===== src/rtl/muldiv_seq.sv =====
// RV32M iterative multiply/divide: XLEN+2 cycle latency (1 for divide-by-zero/overflow).
// No backpressure on the result; stall holds the pipeline front from acceptance until DONE.
module muldiv_seq #(
  parameter int XLEN = 32
) (
  input  logic            clk,
  input  logic            rst,
  input  logic            start,
  input  logic [2:0]      func3,
  input  logic [XLEN-1:0] rs1,
  input  logic [XLEN-1:0] rs2,
  output logic            busy,
  output logic            valid,
  output logic [XLEN-1:0] result,
  output logic            stall
);

  localparam int CW = $clog2(XLEN);

  typedef enum logic [1:0] {IDLE, CALC, FIX, DONE} state_t;

  state_t            state;
  logic [2:0]        op;
  logic              neg_res;
  logic              neg_rem;
  logic [XLEN-1:0]   opnd;
  logic [2*XLEN-1:0] acc;
  logic [CW-1:0]     cnt;

  logic              is_div, s1_signed, s2_signed, rs1_neg, rs2_neg;
  logic [XLEN-1:0]   rs1_abs, rs2_abs, min_val, special_res;
  logic              div_zero, div_ovf;

  always_comb begin
    is_div    = func3[2];
    s1_signed = func3[2] ? ~func3[0] : (func3[1:0] != 2'b11);
    s2_signed = func3[2] ? ~func3[0] : ~func3[1];
    rs1_neg   = s1_signed & rs1[XLEN-1];
    rs2_neg   = s2_signed & rs2[XLEN-1];
    rs1_abs   = rs1_neg ? -rs1 : rs1;
    rs2_abs   = rs2_neg ? -rs2 : rs2;
    min_val   = {1'b1, {(XLEN-1){1'b0}}};
    div_zero  = is_div & (rs2 == '0);
    div_ovf   = is_div & ~func3[0] & (rs1 == min_val) & (&rs2);
    // REM/REMU by zero hand back the dividend; signed overflow leaves no remainder
    if (div_zero)
      special_res = func3[1] ? rs1 : '1;
    else
      special_res = func3[1] ? '0 : rs1;
  end

  // Multiply step: conditional add into the upper half, then shift the pair right
  logic [XLEN:0]     mul_sum, mul_hi;
  logic [2*XLEN-1:0] mul_next;

  always_comb begin
    mul_sum  = {1'b0, acc[2*XLEN-1:XLEN]} + {1'b0, opnd};
    mul_hi   = acc[0] ? mul_sum : {1'b0, acc[2*XLEN-1:XLEN]};
    mul_next = {mul_hi, acc[XLEN-1:1]};
  end

  // Divide step: the shifted partial remainder needs XLEN+1 bits, plus one for the borrow
  logic [XLEN:0]     part_rem;
  logic [XLEN+1:0]   diff;
  logic [2*XLEN-1:0] div_next;

  always_comb begin
    part_rem = acc[2*XLEN-1:XLEN-1];
    diff     = {1'b0, part_rem} - {2'b00, opnd};
    if (diff[XLEN+1])
      div_next = {part_rem[XLEN-1:0], acc[XLEN-2:0], 1'b0};
    else
      div_next = {diff[XLEN-1:0], acc[XLEN-2:0], 1'b1};
  end

  logic [2*XLEN-1:0] prod_fix;
  logic [XLEN-1:0]   quot_fix, rem_fix, fix_res;

  always_comb begin
    prod_fix = neg_res ? -acc : acc;
    quot_fix = neg_res ? -acc[XLEN-1:0] : acc[XLEN-1:0];
    rem_fix  = neg_rem ? -acc[2*XLEN-1:XLEN] : acc[2*XLEN-1:XLEN];
    if (op[2])
      fix_res = op[1] ? rem_fix : quot_fix;
    else
      fix_res = (op[1:0] == 2'b00) ? prod_fix[XLEN-1:0] : prod_fix[2*XLEN-1:XLEN];
  end

  always_ff @(posedge clk) begin
    if (rst) begin
      state   <= IDLE;
      op      <= '0;
      neg_res <= 1'b0;
      neg_rem <= 1'b0;
      opnd    <= '0;
      acc     <= '0;
      cnt     <= '0;
      busy    <= 1'b0;
      valid   <= 1'b0;
      result  <= '0;
    end else begin
      valid <= 1'b0;
      case (state)
        IDLE: begin
          if (start) begin
            op      <= func3;
            neg_res <= rs1_neg ^ rs2_neg;
            neg_rem <= rs1_neg;
            cnt     <= CW'(XLEN - 1);
            if (is_div) begin
              opnd <= rs2_abs;
              acc  <= {{XLEN{1'b0}}, rs1_abs};
            end else begin
              opnd <= rs1_abs;
              acc  <= {{XLEN{1'b0}}, rs2_abs};
            end
            if (div_zero | div_ovf) begin
              result <= special_res;
              valid  <= 1'b1;
              state  <= DONE;
            end else begin
              busy  <= 1'b1;
              state <= CALC;
            end
          end
        end
        CALC: begin
          acc <= op[2] ? div_next : mul_next;
          if (cnt == '0)
            state <= FIX;
          else
            cnt <= cnt - CW'(1);
        end
        FIX: begin
          result <= fix_res;
          busy   <= 1'b0;
          valid  <= 1'b1;
          state  <= DONE;
        end
        default: state <= IDLE;
      endcase
    end
  end

  assign stall = (start & (state == IDLE)) | busy;

endmodule


===== config.mk =====
export PLATFORM = sky130hd
export DESIGN_NAME = muldiv_seq
export DESIGN_NICKNAME = d
export VERILOG_FILES = /design/src/rtl/muldiv_seq.sv
export SDC_FILE = /design/constraint.sdc
export NUM_CORES = 1
export LEC_CHECK = 0
export CAP_MARGIN = 5
export CORE_MARGIN = 1
export CORE_UTILIZATION = 30
export CTS_BUF_LIST = sky130_fd_sc_hd__clkbuf_16
export CTS_CLUSTER_SIZE = 25
export DETAILED_ROUTE_END_ITERATION = 12
export PLACE_DENSITY = 0.48
export SLEW_MARGIN = 20
export SYNTH_ARGS = -nofsm -noshare
export SYNTH_HDL_FRONTEND = slang
export SYNTH_SLANG_ARGS = --single-unit
export TNS_END_PERCENT = 50

===== constraint.sdc =====
create_clock -name clk -period 7.1 [get_ports clk]
set_clock_uncertainty 0.15 [all_clocks]
set_input_delay 1.065 -clock clk [delete_from_list [all_inputs] [get_ports clk]]
set_output_delay 1.065 -clock clk [all_outputs]
set_load 0.1 [all_outputs]

==> impl_metrics.tcl, run 1 <==
set metrics [dict create \
    vdd_ir_drop_max_uv 152 \
    routedWlPerCell_um 23.4 \
    max_slew_margin_pct 30.2 \
    whs_ns 0.305 \
    crit_path_start_kind "input pin" \
    hp-class "register to register" \
    syn_area_per_cell_um2 6.99 \
    synth_edf_count 0 \
    synth_top_area_share_pct 18.4 \
    clkSinkCount 142 \
    mostFrequentLayoutCell "nor2_1" \
    tns_ns 0 \
    cp.required_ns 7.36 \
    ys_warn_count 0 \
    start_util_pct 30.6 \
    vias 16767 \
    synthFlopType "dfxtp_1" \
    postSynthCellCount 2209 \
    gp_congestion 0.937 \
    gr-total-overflow 0 \
    final_core_util_pct 34.7 \
    htreeDepth 4 \
    p_total_mw 6.56 \
    track_usage_pct 25.2 \
    ys_top_cells_by_area "dfxtp_1, a21oi_1, ha_1" \
    status "completed" \
    grt_max_degree 77 \
    die_w_um 229 \
    regToRegStartpoint "acc[32]$_SDFFE_PP0P_" \
    path_delay_family "simple AND/OR/NAND/NOR gates" \
    synth_seq_cells 142 \
    min_period_over_period_pct 64.3 \
    crit_buf_inv 3 \
    cp-startpoint "rs2[7]" \
    area_growth_pct 13.3 \
    stdcell_area_um2 17500 \
    coreArea_um2 50500 \
    grt_pass1_vias 15637 \
    fill_cells 5489 \
    async_reset_ff_share_pct 0 \
    cp_cell_sequence "clkdlybuf4s50_1 > or4_1 > or3_1 > nor4_2 > buf_4 > a31o_2 > a22oi_2 > buf_4 > or3_1 > a211oi_1 > a221o_1" \
    crit_path_max_incr_delay_ns 0.62 \
    dr.pass1.iters 5 \
    cts_buffer_depth 2 \
    worst_pin_slew_ns 1.05 \
    synth_area_um2 15400 \
    yosysSeqAreaShare_pct 18.4 \
    io-pin-count 105 \
    antenna_cells 0 \
    cts_setup_buffers 0 \
    ant_nets 0 \
    holdBufCountCts 0 \
    drv_slew 0 \
    crit_path_max_fanout 38 \
    route.detailed.drc 0 \
    crit_type "input pin to register" \
    cts_tree "built" \
    arrival_ns 4.82 \
    die_h_um 229 \
    drt-total-wl_mm 67.1 \
    nets 2327 \
    max_cap_viol_count 0 \
    mostFrequentLayoutCells "nor2_1, nand2_1, a21oi_1, o21ai_0, dfxtp_1" \
    hold_violations 0 \
    synth_nets 2356 \
    antenna_found_initial 0 \
    drive_gt1_share_pct 5.47 \
    pwr_density_cell_nw_per_um2 374 \
    hpwl_mm 51.3 \
    numCtsBuffers 17 \
    grt_first_pass_wirelength_mm 101 \
    insertion_delay_ns 0.46 \
    drtIter0Drc 1687 \
    dieArea_um2 52400 \
    slowest_stage "or4_1" \
    p_leak_nw 6.46 \
    rsz0062_at_grt "no" \
    dpl_cell_area_um2 16900 \
    synthDistinctLibCells 77 \
    setup_viol 0 \
    clk_pin_slew_worst_paths_ns 0.07 \
    synth_area_leader_cell "dfxtp_1" \
    max_freq_ghz 0.219 \
    io_buffer_count 104 \
    hp-start "result[15]$_SDFFE_PP0P_" \
    period_needed_ns 4.56 \
    row_count 82 \
    crit_path_end_kind "register" \
    root_buffer "clkbuf_16" \
    cts_resized 0 \
    routed_via_density 5.85 \
]
==> Yosys cell counts (all sizes together), types with 11 or more instances <==
library cell  count
nor2            231
nand2           223
a21oi           200
clkbuf          160
o21ai           143
dfxtp           142
xor2             99
xnor2            91
a211oi           89
nor3             88
ha               75
inv              70
o211ai           45
a31oi            36
o31ai            36
mux2i            33
mux2             27
nand2b           26
nand3            26
nor4             26
a21o             25
or4              25
maj3             22
or3              21
buf              20
and3             18
nand4            15
o41ai            14
and2             13
a221oi           12
a311oi           11
o22ai            11
==> layer usage <==
| metal | wire [um] | global-route usage, % | up-vias |
|---|---|---|---|
| li1 | - | - | 8016 |
| met4 | 2170 | 9.19 | 2 |
| met1 | 30900 | 34.9 | 8137 |
| met2 | 30300 | 39.6 | 534 |
| met3 | 3630 | 3.18 | 78 |
| met5 | 40 | 0 | - |
==> final timing paths <==
kind	end	slack [ns]	depth (start not counted)
worst max-delay path	result[23]$_SDFFE_PP0P_	2.54	11
worst min-delay path	result[15]$_SDFFE_PP0P_	0.30	2
worst max register to register	acc[63]$_SDFFE_PP0P_	2.60	12
worst min register to register	result[15]$_SDFFE_PP0P_	0.30	2
==> worst reg2reg max path, delay by kind of cell, from the launching register on <==
family,cells,cell delay (ns)
fa+ha+maj,2,0.66
flops,1,0.62
simple gates,1,0.19
buf+inv,1,0.07
compound gates,8,2.76
==> stage by stage <==
stage	instances	setup WS, ns
2_1_floorplan	2209	3.31
3_3_place_gp	2833	2.23
3_5_place_dp	2833	2.08
4_1_cts	2864	2.58
5_1_grt	2864	2.28
6_report	2864	2.54
==> final cells by class <==
type	instances	area (um2)	area share, %
multi-input combinational	1814	11700	66.7
clock inverter	14	201	1.15
tap	672	841	4.80
inverter	73	274	1.56
sequential	142	2850	16.3
clock buffer	17	425	2.43
timing repair buffer	132	1240	7.10
==> logic make-up (layout without fill, tap and decap cells) <==
| family | Yosys count | count (layout) | synth area share (%) |
|---|---|---|---|
| simple gates | 759 | 759 | 23.3 |
| compound gates | 706 | 706 | 29.3 |
| flops | 142 | 142 | 18.4 |
| mux | 60 | 60 | 4.11 |
| fa+ha+maj | 99 | 99 | 7.76 |
| buf+inv | 253 | 236 | 6.33 |
| xor+xnor | 190 | 190 | 10.8 |
==> flip-flops by register name, indices dropped and copies added (netlist names) <==
name     cells
cnt          5
opnd        32
result      32
op           3
state        2
valid        1
neg_rem      1
busy         1
acc         64
neg_res      1
==> where the power goes <==
part | internal, mW | leakage, nW | switching [mW]
Sequential | 0.985 | 1.16 | 0.360
Combinational | 1.44 | 4.98 | 2.76
Clock | 0.616 | 0.314 | 0.395
Power figures use the tool's default switching activity.
==> run 2: changes to the inputs <==
Settings changed: PLACE_DENSITY 0.48 to 0.5.
Clock period 7.1 ns to 3.75 ns, I/O delays scaled along.
==> run 2 against run 1 <==
Net effect: design area up 9.5%; critical path depth shrank 3; non-clock buffer count increased by 199; worst setup slack worse by 2.4 ns; routed wire length is 3.4% higher; sequential share of layout area down 1.4 points; core utilization rose by 3.3 points; worst hold slack improved by 0.0033 ns; total power up 110%.
==> impl_metrics.tcl, run 2 (same netlist as run 1, synthesis figures left out) <==
set metrics [dict create \
    numCtsBuffers 17 \
    start_util_pct 30.6 \
    drtIter0Drc 1592 \
    root_buffer "clkbuf_16" \
    crit_type "register to register" \
    clk_pin_slew_worst_paths_ns 0.07 \
    gr-total-overflow 0 \
    routed_via_density 5.76 \
    multi_input_area_um2 11700 \
    track_usage_pct 25.9 \
    mostFrequentLayoutCells "nor2_1, nand2_1, buf_4, a21oi_1" \
    r2r_cells 8 \
    status "completed" \
    largest_reg_flops 64 \
    setup_viol 0 \
    ant_nets 0 \
    period_needed_ns 3.65 \
    reg_top3 "acc x64, opnd x32, result x32" \
    route.detailed.drc 0 \
    largest_register "acc" \
    io-pin-count 105 \
    regToRegStartpoint "acc[18]$_SDFFE_PP0P_" \
    hp-start "result[15]$_SDFFE_PP0P_" \
    dieArea_um2 52400 \
    cp.required_ns 3.97 \
    coreArea_um2 50500 \
    insertion_delay_ns 0.47 \
    p_leak_nw 7.49 \
    grt_max_degree 59 \
    max_freq_ghz 0.274 \
    max_cap_viol_count 0 \
    rrSetupSlack_ns 0.1 \
    clkSinkCount 142 \
    drt-total-wl_mm 69.3 \
    crit_path_start_kind "register" \
    drive_gt1_share_pct 13.9 \
    stdcell_area_um2 19200 \
    tns_ns 0 \
    htreeDepth 4 \
    grt_first_pass_wirelength_mm 104 \
    hpwl_mm 54.1 \
    crit_path_end_kind "register" \
    cts_tree "built" \
    drv_slew 0 \
    worst_pin_slew_ns 0.992 \
    area_growth_pct 24.1 \
    arrival_ns 3.87 \
    vias 17641 \
    r2r_end "result[27]$_SDFFE_PP0P_" \
    nets 2526 \
    dr.pass1.iters 6 \
    max_slew_margin_pct 33.7 \
    dpl_cell_area_um2 18400 \
    min_period_over_period_pct 97.4 \
    grt_pass1_vias 16657 \
    endpoint "result[27]$_SDFFE_PP0P_" \
    hold_violations 0 \
    gp_congestion 0.964 \
    crit_path_max_fanout 7 \
    fill_cells 5402 \
    cp-startpoint "acc[18]$_SDFFE_PP0P_" \
    routedWlPerCell_um 22.6 \
    antenna_cells 0 \
    hp-class "register to register" \
    row_count 82 \
    vdd_ir_drop_max_uv 328 \
    die_w_um 229 \
    mostFrequentLayoutCell "nor2_1" \
    cts_buffer_depth 2 \
    regArea_um2 2850 \
    die_h_um 229 \
    antenna_found_initial 2 \
    pwr_density_cell_nw_per_um2 706 \
    io_buffer_count 104 \
]
## run 2: changes by cell type in the layout (fill, tap and decap cells not counted), moves of 2 or more
cell	change
a31oi_1	-2
a221oi_1	-2
clkinv_4	-2
buf_4	+194
a31oi_2	+2
inv_1	-3
clkinvlp_4	+2
a211oi_2	+3
inv_6	+4
a221oi_2	+2
a211oi_1	-3
buf_12	+6
## run 2: critical path, cell delays in order, from the launching register on
cell and delay (ns):
dfxtp_1 0.39, or4_1 0.64, or4_1 0.61, nor4_1 0.45
nand2_1 0.28, o21ai_0 0.31, xnor2_1 0.21, a211oi_1 0.16
nor4_1 0.34
## run 2: timing repair
action	4_1_cts	5_1_grt
hold buffers	0	0
endpoints found under the setup margin	2	18
setup buffers	0	0
gates resized for setup	1	9
pin swaps	0	1
gates cloned	0	0
## run 2: power breakdown
part	total [mW]	switching [mW]	leakage, nW	internal, mW
registers	2.27	0.402	1.16	1.86
clock network	2.03	0.804	0.321	1.23
logic	9.23	5.77	6.00	3.45
total	13.5	6.98	7.49	6.55
## run 2: layer usage
layer	vias to the layer above	share of wire [%]	GRT usage, %
met5	-	0.019	0
met4	2	4.3	11.7
li1	8404	-	-
met3	108	6.6	4.20
met2	648	43	39.3
met1	8479	46	35.8
## run 2: cell type report
type | instances | area share (%)
clock buffer | 18 | 2.35
inverter | 73 | 1.43
tap | 672 | 4.39
timing repair buffer | 331 | 14.7
sequential | 142 | 14.9
clock inverter | 14 | 1.17
multi-input combinational | 1814 | 61.1
## run 2: per-stage QoR
stage	instances	hold WS, ns	setup slack (ns)	power [mW]	utilization [%]
2_1_floorplan	2209	0.299	0.373	7.98	-
3_3_place_gp	3032	0.300	-0.0334	11.3	36.5
3_5_place_dp	3032	0.300	-0.0120	11.3	36.5
4_1_cts	3064	0.299	0.0449	13.4	37.9
5_1_grt	3064	0.326	-0.00958	14.4	38.0
6_report	3064	0.308	0.0962	13.5	38.0
## run 2: how the worst min path moves through the flow
stage,cells past startpoint,slack [ns],endpoint
floorplan,2,0.30,opnd[13]$_SDFFE_PP0P_
global placement,2,0.30,result[15]$_SDFFE_PP0P_
detailed placement,2,0.30,result[15]$_SDFFE_PP0P_
CTS,2,0.30,opnd[24]$_SDFFE_PP0P_
global route,2,0.33,opnd[20]$_SDFFE_PP0P_
finish,2,0.31,result[15]$_SDFFE_PP0P_
==> run 3: changes to the inputs <==
Settings changed: ABC_AREA set to 1, PLACE_DENSITY 0.5 to 0.44, SETUP_SLACK_MARGIN set to 0.2.
==> run 3 against run 2 <==
Net effect: first-iteration DRC count increased by 64%; register-to-register slack improved by 0.35 ns; largest power group unchanged; sequential share of layout area shrank 1.3 points; worst setup slack improved by 0.35 ns; worst hold slack better by 0.035 ns; combinational power down 11%; synthesized cell count is 53% higher; final cell count grew 38%; via count rose by 32%; critical path depth grew 4.
==> impl_metrics.tcl, run 3 <==
set metrics [dict create \
    status "completed" \
    dieArea_um2 61600 \
    reg_top3 "acc x64, opnd x32, result x32" \
    setup_viol 0 \
    final_core_util_pct 35.2 \
    crit_path_max_fanout 19 \
    synth_nets 3535 \
    synth_top_area_share_pct 20.6 \
    cts_tree "built" \
    fin_cells 4242 \
    period_needed_ns 3.31 \
    holdBufCountCts 0 \
    numCtsBuffers 17 \
    gr-total-overflow 0 \
    mostFrequentLayoutCell "nand2_1" \
    htreeDepth 4 \
    yosysMostFrequentCell "nand2_1" \
    nets 3603 \
    arrival_ns 3.58 \
    cp-startpoint "opnd[27]$_SDFFE_PP0P_" \
    ys_top_cells_by_area "nand2_1, dfxtp_1, nand3_1" \
    tns_ns 0 \
    cts_buffer_depth 2 \
    synth_seq_cells 142 \
    r2r_cells 12 \
    regToRegStartpoint "opnd[27]$_SDFFE_PP0P_" \
    io_buffer_count 104 \
    hpwl_mm 82.8 \
    crit_path_end_kind "register" \
    root_buffer "clkbuf_16" \
    pwr_density_cell_nw_per_um2 593 \
    p_leak_nw 9.93 \
    dr.pass1.iters 7 \
    grt_first_pass_wirelength_mm 147 \
    crit_path_start_kind "register" \
    endpoint "acc[60]$_SDFFE_PP0P_" \
    antenna_found_initial 1 \
    die_w_um 248 \
    yosysSeqAreaShare_pct 15.6 \
    insertion_delay_ns 0.50 \
    gp_congestion 0.983 \
    largest_reg_flops 64 \
    fin_ws_ns 0.445 \
    synth_area_leader_cell "nand2_1" \
    vdd_ir_drop_max_uv 611 \
    area_growth_pct 15.2 \
    largest_register "acc" \
    hold_violations 0 \
    vias 23250 \
    ant_nets 0 \
    fill_cells 6881 \
    cts_resized 0 \
    dp_cells 4210 \
    track_usage_pct 33.0 \
    synth_area_um2 18200 \
    worst_pin_slew_ns 1.06 \
    postSynthCellCount 3388 \
    r2r_end "acc[60]$_SDFFE_PP0P_" \
    hp-class "register to register" \
    synth_edf_count 0 \
    rrSetupSlack_ns 0.44 \
    rsz0062_at_grt "no" \
    clk_pin_slew_worst_paths_ns 0.08 \
    max_slew_margin_pct 29.2 \
    crit_type "register to register" \
    synthDistinctLibCells 47 \
    max_cap_viol_count 0 \
    mostFrequentLayoutCells "nand2_1, inv_1, nand3_1, nor2_1, a21oi_1" \
    ys_warn_count 0 \
    routedWlPerCell_um 24.1 \
    drv_slew 0 \
    io-pin-count 105 \
    max_freq_ghz 0.303 \
    grt_pass1_vias 21707 \
    synthFlopType "dfxtp_1" \
    min_period_over_period_pct 88.1 \
    drt-total-wl_mm 102 \
    pre_cts_slack_ns 0.285 \
    hold_path_depth 2 \
    coreArea_um2 59500 \
    grt_max_degree 90 \
    cp.required_ns 4.02 \
    cts_setup_buffers 0 \
    start_util_pct 30.6 \
    drive_gt1_share_pct 4.90 \
    clkSinkCount 142 \
    routed_via_density 5.48 \
    drtIter0Drc 2604 \
    die_h_um 248 \
    route.detailed.drc 0 \
    async_reset_ff_share_pct 0 \
    row_count 89 \
    synthTopCellsByCount "nand2_1, inv_1, nand3_1, nor2_1, a21oi_1" \
    syn_area_per_cell_um2 5.36 \
    antenna_cells 0 \
]
-- run 3: cell count changes after synthesis, moves of 67 or more --
cell	before	now
nand2_1	223	998
nand3_1	25	373
inv_1	70	386
o21ai_0	141	267
nor2_1	231	353
a21oi_1	200	304
a211oi_1	89	1
nor3_1	88	21
-- run 3: final cells by class --
class                           count  area (um2)  area share, %
Tap cell                          773         967           4.62
Timing Repair Buffer              199        1780           8.52
Sequential cell                   142        2850           13.6
Clock inverter                     15         194          0.926
Clock buffer                       17         425           2.03
Inverter                          394        1480           7.06
Multi-Input combinational cell   2702       13200           63.2
-- run 3: worst min-delay path by stage --
stage                                       start                      end  slack [ns]
after detailed placement        busy$_SDFFE_PP0P_        busy$_SDFFE_PP0P_        0.32
after global placement          busy$_SDFFE_PP0P_        busy$_SDFFE_PP0P_        0.31
final                     result[29]$_SDFFE_PP0P_  result[29]$_SDFFE_PP0P_        0.34
after CTS                       busy$_SDFFE_PP0P_        busy$_SDFFE_PP0P_        0.34
after floorplan                op[0]$_SDFFE_PP0P_       op[0]$_SDFFE_PP0P_        0.31
after global routing      result[29]$_SDFFE_PP0P_  result[29]$_SDFFE_PP0P_        0.35
-- run 3: worst max-delay path: stages, from the launching register on --
cell and delay, ns:
dfxtp_1 0.63, inv_1 0.30, ha_1 0.44, nand2_1 0.12, nor2_1 0.19, nand2_1 0.11
nor2_1 0.19, nand2_4 0.11, nand2_4 0.24, nand3_1 0.36, nand2_1 0.17, nand3_1 0.08
a21oi_1 0.13
-- run 3: power by group --
group | leakage, nW | internal [mW] | switching (mW)
clock | 0.297 | 0.905 | 0.958
sequential | 1.16 | 1.83 | 0.471
combinational | 8.47 | 2.22 | 6.02
total | 9.93 | 4.96 | 7.45
-- run 3: kinds of logic after synthesis --
logic type,count (synthesis),synth area share [%]
and+or+nand+nor,1850,42.8
AOI/OAI and AO/OA,679,20.0
adders and majority gates,77,5.38
xor gates and xnor gates,96,4.63
DFF,142,15.6
buffers and inverters,544,11.5
-- run 3: through the flow --
step / total power, mW / hold slack [ns] / area, um2
finish: 12.4 / 0.344 / 20900
global route: 13.2 / 0.354 / 20900
CTS: 12.3 / 0.340 / 20900
detailed placement: 10.4 / 0.323 / 20300
global placement: 10.4 / 0.314 / 20300
floorplan: 7.42 / 0.306 / 18200
-- run 3: layer usage --
layer | part of all wire, % | global-route usage [%] | vias up
met2 | 46 | 54.2 | 971
li1 | - | - | 11218
met1 | 43 | 42.6 | 10904
met5 | 0 | 0 | -
met3 | 6.6 | 4.52 | 157
met4 | 4.8 | 14.9 | 0
